### src/rtl/gen_delay_bank.sv
// gen_delay_bank: CHANNELS independent lanes. Each lane is WIDTH bits wide and
// passes through DEPTH registered stages. Every stage carries a valid tag.
// The bank supports a global stall (hold), a synchronous flush and a busy flag.
// Optional feature macro: GEN_DELAY_PARITY_EN. When it is defined, each stage
// also stores an even-parity bit and drives a sticky per-lane parity error.
// When it is undefined, parity_err is tied to 0 and inj_err is unused.
module gen_delay_bank #(
   parameter int CHANNELS = 2,
   parameter int WIDTH    = 1,
   parameter int DEPTH    = 1
) (
   input  logic                      clock,
   input  logic                      reset_n,
   input  logic                      hold,
   input  logic                      flush,
   input  logic                      inj_err,
   input  logic [CHANNELS-1:0]       in_valid,
   input  logic [CHANNELS*WIDTH-1:0] in_data,
   output logic [CHANNELS-1:0]       out_valid,
   output logic [CHANNELS*WIDTH-1:0] out_data,
   output logic                      busy,
   output logic [CHANNELS-1:0]       parity_err
);

   logic [CHANNELS-1:0] lane_busy;

   genvar gi;
   generate
      for (gi = 0; gi < CHANNELS; gi++) begin : g_lane
         logic [DEPTH-1:0] valid_reg;
         logic [WIDTH-1:0] data_reg [DEPTH];
         logic [WIDTH-1:0] data_next;

         // Invalid entries always enter the pipe with zero data.
         assign data_next = in_valid[gi] ? in_data[gi*WIDTH +: WIDTH] : '0;

         // Lane shift register: flush has priority over hold, and hold over shift.
         always_ff @(posedge clock or negedge reset_n) begin
            if (!reset_n) begin
               valid_reg <= '0;
               for (int k = 0; k < DEPTH; k++) data_reg[k] <= '0;
            end else if (flush) begin
               valid_reg <= '0;
               for (int k = 0; k < DEPTH; k++) data_reg[k] <= '0;
            end else if (!hold) begin
               valid_reg[0] <= in_valid[gi];
               data_reg[0]  <= data_next;
               for (int k = 1; k < DEPTH; k++) begin
                  valid_reg[k] <= valid_reg[k-1];
                  data_reg[k]  <= data_reg[k-1];
               end
            end
         end

         assign out_valid[gi]                  = valid_reg[DEPTH-1];
         assign out_data[gi*WIDTH +: WIDTH]    = data_reg[DEPTH-1];
         assign lane_busy[gi]                  = |valid_reg;

`ifdef GEN_DELAY_PARITY_EN
         logic [DEPTH-1:0] par_reg;
         logic             par_next;
         logic             perr_reg;
         logic             mismatch;

         // Even parity of the captured word. It is inverted on injection for valid words only.
         assign par_next = (^data_next) ^ (inj_err & in_valid[gi]);
         assign mismatch = valid_reg[DEPTH-1] & ((^data_reg[DEPTH-1]) != par_reg[DEPTH-1]);

         // Parity bits move through the pipe in lockstep with the data stages.
         always_ff @(posedge clock or negedge reset_n) begin
            if (!reset_n) begin
               par_reg <= '0;
            end else if (flush) begin
               par_reg <= '0;
            end else if (!hold) begin
               par_reg[0] <= par_next;
               for (int k = 1; k < DEPTH; k++) par_reg[k] <= par_reg[k-1];
            end
         end

         // Sticky mismatch flag for the word in the last stage. It clears only on flush or reset.
         always_ff @(posedge clock or negedge reset_n) begin
            if (!reset_n) begin
               perr_reg <= 1'b0;
            end else if (flush) begin
               perr_reg <= 1'b0;
            end else if (mismatch) begin
               perr_reg <= 1'b1;
            end
         end

         assign parity_err[gi] = perr_reg;
`else
         assign parity_err[gi] = 1'b0;
`endif
      end
   endgenerate

`ifndef GEN_DELAY_PARITY_EN
   logic unused_inj_err;
   assign unused_inj_err = inj_err;
`endif

   assign busy = |lane_busy;

endmodule

### config.mk
export PLATFORM = sky130hd
export DESIGN_NAME = gen_delay_bank
export DESIGN_NICKNAME = d
export VERILOG_FILES = /design/src/rtl/gen_delay_bank.sv
export SDC_FILE = /design/constraint.sdc
export NUM_CORES = 1
export LEC_CHECK = 0
export ABC_CLOCK_PERIOD_IN_PS = 1100
export BUFFER_PORTS_ARGS = -buffer_cell sky130_fd_sc_hd__buf_2
export CAP_MARGIN = 20
export CORE_AREA = 2 2 39 41
export CTS_CLUSTER_SIZE = 30
export DETAILED_ROUTE_END_ITERATION = 16
export DIE_AREA = 0 0 41 43
export PLACE_DENSITY = 0.45
export SYNTH_ARGS = -nofsm -noshare
export SYNTH_HDL_FRONTEND = slang
export SYNTH_SLANG_ARGS = --single-unit
### constraint.sdc
create_clock -name clock -period 1.1 [get_ports clock]
set_input_delay 0.22 -clock clock [delete_from_list [all_inputs] [get_ports clock]]
set_output_delay 0.22 -clock clock [all_outputs]
set_load 0.05 [all_outputs]
==> summary by stage, run 1 <==
Global routing
The number of global-route vias before repair came to 162. The global-route congestion overflow total is 0. The number of antenna violations at the first check in global routing is 0.

The global-route wire length before repair is 545 µm. Across every metal layer, demand over resource in global routing totals 0.0554. The largest net degree at the start of global routing is 5.

Job
Max-cap violations in this run came to 0.

Synth
In the post-synthesis netlist, the biggest area contributors are dfrtp_1, buf_4, a32o_1. Of the total synthesized cell area, the portion taken by full adders, half adders and majority gates is 0. The most frequent cell after synthesis is buf_4. The cell type with the largest total area after synthesis is dfrtp_1. The leading register cell type out of synthesis is dfrtp_1.

The part of the Yosys area used for sequential elements is 0.471. The share of synthesized area in the top cell type comes to 0.471. The synthesized area is 213 µm².

The number of instances in the synthesized netlist is 20. The count of distinct cell types in the synthesized netlist is 8. The area share of and/or/nand/nor cells after synthesis is 0.112. Synthesis inferred 4 register bits.

The main combinational cell family by area after synthesis is buffers and inverters. During synthesis, Yosys emitted a total of 0 warnings. The compound-gate portion of the synthesized area is 0.0941. The portion of netlist area occupied by mux cells is 0.0941. In this run the mean area of a mapped cell was around 11 µm². The number of enable flip-flop cells after synthesis is 0.

The fraction of synthesis flops using an asynchronous set or reset pin is 1.00. By count the netlist is led by buf_4, dfrtp_1, nor2_1, a32o_1, mux2i_1. The xor-xnor portion of the synthesized cell area is 0.

Floorplan
The effective utilization at floorplan is 0.154. The area of the die is 1760 µm². In this run the standard cell core region covers 1380 µm². The top-level I/O count is 16. From left edge to right edge, the die measures 41 µm. Measured along the y axis, the die boundary spans 43 µm. The floorplan has 14 rows.

Layout
Summing all non-filler instances in the final layout gives an area of 342 µm². The proportion of layout cells with a drive suffix above 1 is 0.559. At the end of the flow, the number of nets in the layout was 45. The final instance count without filler cells is 50. Relative to the synthesized area, the layout overhead comes to 60.6%. The number of antenna diodes in the final layout is 0. The share of the core filled with cells in the final layout is 0.247.

Timing
The number of pins exceeding their max-slew limit in the final report was 0. The final-report setup violation count is 1. The clock arrives with 0 ns of skew. The final critical-path share of the clock period is 1.10. The highest clock frequency the design can meet is 824 MHz.

The hold violation total from the final report was 0. After layout, the minimum clock period comes to 1.21 ns. For the final routed database, the setup TNS stands at -0.113 ns. Setup repair after global routing could not meet its margin everywhere. Across all setup checks in the final design, the least slack found is -0.113 ns.

Power and ir drop
The share of total power dissipated in combinational logic is 0.281. The cell leakage power is 0.000181 µW. The peak ir drop on the vdd network is roughly 0.25 mV. The switching fraction of total power is 0.288.

The completed layout was analyzed and its total power is 463 µW. The fraction of power consumed by sequential logic is 0.342. The analysis attributes to net switching a power of approximately 130 µW. The cell internal power dissipation is 330 µW. The share of total power dissipated in the clock network is 0.376. For this design the ratio of total power to cell area is 1360 nW/µm².

Hold path
The path class of the tightest hold or removal check is primary input to flip-flop.

Place
Routability-driven placement finished with a final weighted congestion of 0.561. The cell count after placement is 45. The number of port buffers is 12.

Once placement finished, the instance area stood at about 270 µm².

Clock tree
The deepest clock path buffer count is 2. TritonCTS built the clock tree. For the worst-skew pair, the clock arrives at the later sink with an insertion delay of 0.23 ns. The number of clock buffers added by TritonCTS is 3. The clock edge transition at the registers on the reported setup and hold paths is ~0.030 ns.

The cell sitting at the root of the clock tree is a clkbuf_4. The clock net in this run drives a total of 4 sinks. CTS built an H-tree with a depth of 1.

Critical path
The critical path is of the flip-flop to primary output type. The worst setup path is captured at a primary output. The maximum fanout along the worst path is 2. For the worst setup path, the data arrival time is about 0.99 ns.

The critical path startpoint category is a flip-flop. STA puts the critical path data required time at 0.88 ns.

Route
The via count of the routed design is 173. The count of TritonRoute iterations in the first routing pass is 2. Dividing the detail-routed via count by the number of cells gives 3.46. The detail route stage leaves a number of antenna-violating nets equal to 0. Summed over all layers, the routed wires come to 365 µm.

Dividing the detail-routed wire length by the instance count gives between 7 and 8 µm. The DRC violation count after routing is 0. In this run, the number of DRC markers left after iteration 0 of detailed routing was 1.

Outcome
The checks that failed: setup timing. The run finished, with violations left.
kinds of logic (layout without fill, tap and decap cells):
group           after synthesis  after routing
mux                           2              2
simple gates                  5              5
compound gates                2              2
flops                         4              4
buf+inv                       6             19
other cells                   1              2
cell usage in the layout (no fill, tap or decap):
| cell type | count |
|---|---|
| buf_2 | 8 |
| clkbuf_4 | 4 |
| dfrtp_1 | 4 |
| nor2_1 | 3 |
| mux2i_1 | 2 |
| a32o_1 | 2 |
| conb_1 | 2 |
| buf_8 | 2 |
| buf_6 | 2 |
| buf_4 | 2 |
| nor2b_1 | 1 |
| or2_4 | 1 |
| dlygate4sd3_1 | 1 |
critical path, stage by stage (launching register included):
cell and delay, ns:
dfrtp_1 0.36, or2_4 0.25, buf_8 0.15
worst paths after layout:
kind                                                  from                         endpoint  slack (ns)  cells after the start
hold reg to reg             g_lane[0].data_reg$_DFFE_PN0P_   g_lane[0].data_reg$_DFFE_PN0P_        0.49                      1
setup / recovery           g_lane[0].valid_reg$_DFFE_PN0P_                             busy       -0.11                      2
hold / removal                                       flush  g_lane[0].valid_reg$_DFFE_PN0P_        0.19                      2
max in group asynchronous                          reset_n  g_lane[0].valid_reg$_DFFE_PN0P_        0.67                      2
setup reg to reg           g_lane[1].valid_reg$_DFFE_PN0P_  g_lane[1].valid_reg$_DFFE_PN0P_        0.20                      4
min in group asynchronous                          reset_n   g_lane[1].data_reg$_DFFE_PN0P_        0.31                      2
layer usage:
metal / wire length, µm / up-vias / GRT usage
li1: - / 89 / -
met1: 114 / 79 / 0.0390
met3: 16 / 0 / 0.0314
met4: 0 / 0 / 0.100
met5: 0 / - / 0
met2: 233 / 5 / 0.0688
timing repair:
action,in CTS,in global routing
cloned,0,0
hold buffers,1,0
gates resized for setup,10,1
buffers inserted,0,1
pin swaps,0,0
endpoints found under the hold margin,4,0
endpoints found under the setup margin,3,4
stage by stage:
step	worst slack [ns]	hold WS [ns]
3_5_place_dp	0.0394	0.0292
2_1_floorplan	0.0985	-0.0756
6_report	-0.113	0.191
5_1_grt	-0.155	0.189
4_1_cts	-0.122	0.182
3_3_place_gp	0.0374	0.0317
power groups by stage:
stage / Combinational (µW) / Sequential [µW] / Clock [µW]
after detailed placement: 105 / 160 / 0
after CTS: 128 / 158 / 187
after global routing: 138 / 159 / 206
after global placement: 106 / 159 / 0
final: 130 / 159 / 174
after floorplan: 84.1 / 160 / 0
area by class of cell:
type / count / area (µm²)
fill: 148 / 1040
timing repair buffer: 16 / 125
sequential: 4 / 100
multi-input combinational: 11 / 73.8
clock buffer: 3 / 22.5
tap: 16 / 20.0
Note: power is estimated with default switching activity, not from simulation.
==> run 2, diff against run 1 <==
--- a/config.mk
+++ b/config.mk
@@ -9,6 +9,7 @@
 export BUFFER_PORTS_ARGS = -buffer_cell sky130_fd_sc_hd__buf_2
 export CAP_MARGIN = 20
 export CORE_AREA = 2 2 39 41
+export CTS_BUF_LIST = sky130_fd_sc_hd__clkbuf_8
 export CTS_CLUSTER_SIZE = 30
 export DETAILED_ROUTE_END_ITERATION = 16
 export DIE_AREA = 0 0 41 43
==> run 2 against run 1 <==
The run still ends with setup timing left. Critical path type unchanged. Utilization rose by 0.63 points. Sequential power is essentially flat. Largest cell class unchanged. Die area did not move.
==> summary by stage, run 2 (synthesis results as in run 1) <==
Outcome
The flow ran to the end, but the final reports show violations. The checks that failed: setup timing.

Floorplan
The chip height is 43 µm (unchanged). The area of the die is 1760 µm² (unchanged). The effective utilization at floorplan is 0.154 (unchanged). The top-level I/O count came to 16 (unchanged).

The number of placement rows is 14 (unchanged). The die outline width is 41 µm (unchanged). The total core area is 1380 µm² (unchanged).

Power and ir drop
The areal power density over the cells is 1680 nW/µm² (+24%). The peak ir drop on the vdd network is 0.362 mV (+45%). The cell leakage power was 0.000184 µW (+1.7%).

Timing
The post-route worst setup slack came to -0.0957 ns (+0.0178 ns). The time the final worst path needs with I/O delays and setup came to 1.20 ns (-0.0178 ns). The worst clock skew came to 0 ns (unchanged). The final critical-path share of the clock period is 1.09 (-0.0162). The worst slack on hold paths was 0.210 ns (+0.0189 ns). The highest clock frequency the design can meet came to 836 MHz (+1.5%). The number of pins exceeding their max-slew limit in the final report was 0 (unchanged). Setup repair after global routing could not meet its margin everywhere. The hold violation total from the final report is 0 (unchanged).

The final-report setup violation count was 1 (unchanged).

Clock tree
The deepest clock path buffer count is 2 (unchanged). The clock latency reported for the late side of the worst-skew pair came to 0.21 ns (-0.02 ns). The TritonCTS clock tree is built. The number of CTS-inserted buffers is 3 (unchanged).

The tree is rooted in a clkbuf_8. The count of buffers added by post-CTS timing repair for setup is 0 (unchanged). The clock sink count is 4 (unchanged).

The number of H-tree branching levels is 1 (unchanged). The clock edge transition at the registers on the reported setup and hold paths is 0.03 ns (about the same).

Route
Routed signal wires occupy layers up through met3. The via count of the routed design is 173 (unchanged). The count of TritonRoute iterations in the first routing pass was 4 (+2).

The detailed-route vias per instance came to 3.53 (+2.0%). The DRC violation total after the first TritonRoute iteration is 3 (+2). The final wirelength is 383 µm (+4.9%). The DRC violation count after routing is 0 (unchanged).

The detailed-routed wire length on met2 came to 239 µm (+2.6%). The met1 routed wirelength after detailed routing is 127 µm (+11%). The final antenna-violating net count is 0 (unchanged). The average wire per cell in the routed design is 7.82 µm (+7.1%). The sum of met3 wire segment lengths after detailed routing is 16 µm (unchanged).

Critical path
The critical path startpoint category is a flip-flop. The critical setup path kind is flip-flop to primary output. The worst path required time came to 0.88 ns (about the same).

The critical path arrival was 0.98 ns (about the same). STA classifies the critical path endpoint as a primary output. The maximum fanout along the worst path was 2 (unchanged).

Place
The number of port buffers is 12 (unchanged). The placement-stage cell area is 267 µm² (unchanged). The weighted congestion reported at the end of routability-driven placement is 0.561 (unchanged). The cell count after placement is 45 (unchanged).

Hold path
In this run the worst hold path is classified as primary input to flip-flop.

Global routing
The global-route usage over all layers came to 0.0524 (-0.00302). The global-route congestion overflow total is 0 (unchanged). The largest net degree at the start of global routing is 5 (unchanged). The global-route wire length before repair is 531 µm (-2.6%).

The number of antenna violations at the first check in global routing is 0 (unchanged). The number of global-route vias before repair was 162 (unchanged).

Layout
The proportion of layout cells with a drive suffix above 1 was 0.545 (-0.0134). The final-stage net count is 44 (-2.2%). In the layout the commonest cells are buf_2, dfrtp_1, nor2_1, clkbuf_8.

The number of antenna diodes is 0 (unchanged). The final instance count without filler cells came to 49 (-2.0%). The area growth from synthesis to layout is 64.7%. The final non-filler cell area is 350 µm² (+2.6%). The share of the core filled with cells in the final layout is 0.253 (+0.00633). Leaving out fill and tap cells, the most frequent cell in the layout is buf_2.

Job
The max capacitance violation total was 0 (unchanged).
-- run 2: cell count changes in the layout (fill, tap and decap cells not counted) --
cell,delta
buf_2,+1
buf_4,-1
clkbuf_4,-4
clkbuf_8,+3
-- run 2: layer usage --
metal / up-vias / global-route usage
met5: - / 0
met2: 5 / 0.0688
met1: 81 / 0.0390
met3: 0 / 0.0157
li1: 87 / -
met4: 0 / 0.100
-- run 2: final timing paths --
kind                                                 start                              end  slack (ns)  cells past startpoint
max in group asynchronous                          reset_n  g_lane[1].valid_reg$_DFFE_PN0P_        0.65                      2
setup / recovery           g_lane[0].valid_reg$_DFFE_PN0P_                             busy        -0.1                      2
hold / removal                                       flush  g_lane[0].valid_reg$_DFFE_PN0P_        0.21                      2
setup reg to reg           g_lane[0].valid_reg$_DFFE_PN0P_  g_lane[0].valid_reg$_DFFE_PN0P_        0.31                      3
min in group asynchronous                          reset_n   g_lane[1].data_reg$_DFFE_PN0P_        0.33                      2
hold reg to reg             g_lane[0].data_reg$_DFFE_PN0P_   g_lane[0].data_reg$_DFFE_PN0P_        0.48                      1
-- run 2: stage by stage --
step           setup TNS (ns)  setup WS, ns  total power, µW
4_1_cts               -0.0986       -0.0986              594
6_report              -0.0957       -0.0957              588
5_1_grt                -0.128        -0.123              615
3_3_place_gp                0        0.0374              266
3_5_place_dp                0        0.0394              265
2_1_floorplan               0        0.0985              244
-- run 2: repair_timing --
item	CTS	global route
resized for setup	8	2
pin swaps	0	0
hold endpoints to repair	4	0
endpoints found under the setup margin	3	3
hold buffers	1	0
-- run 2: worst max-delay path: stages, from the launching register on --
cell     delay (ns)
dfrtp_1        0.36
or2_4          0.25
buf_8          0.15
-- run 2: power by group --
| part | internal [µW] | total (µW) | leakage [µW] | switching [µW] |
|---|---|---|---|---|
| sequential | 155 | 159 | 0.0000538 | 3.54 |
| clock | 233 | 302 | 0.0000216 | 69.2 |
| combinational | 50.3 | 127 | 0.000109 | 76.9 |
-- run 2: cell type report --
cell class,instances,area [µm²]
repair buffers,15,115
multi-input cells,11,73.8
well taps,16,20.0
clock buffers,3,41.3
flip-flops and latches,4,100
fillers,148,1030
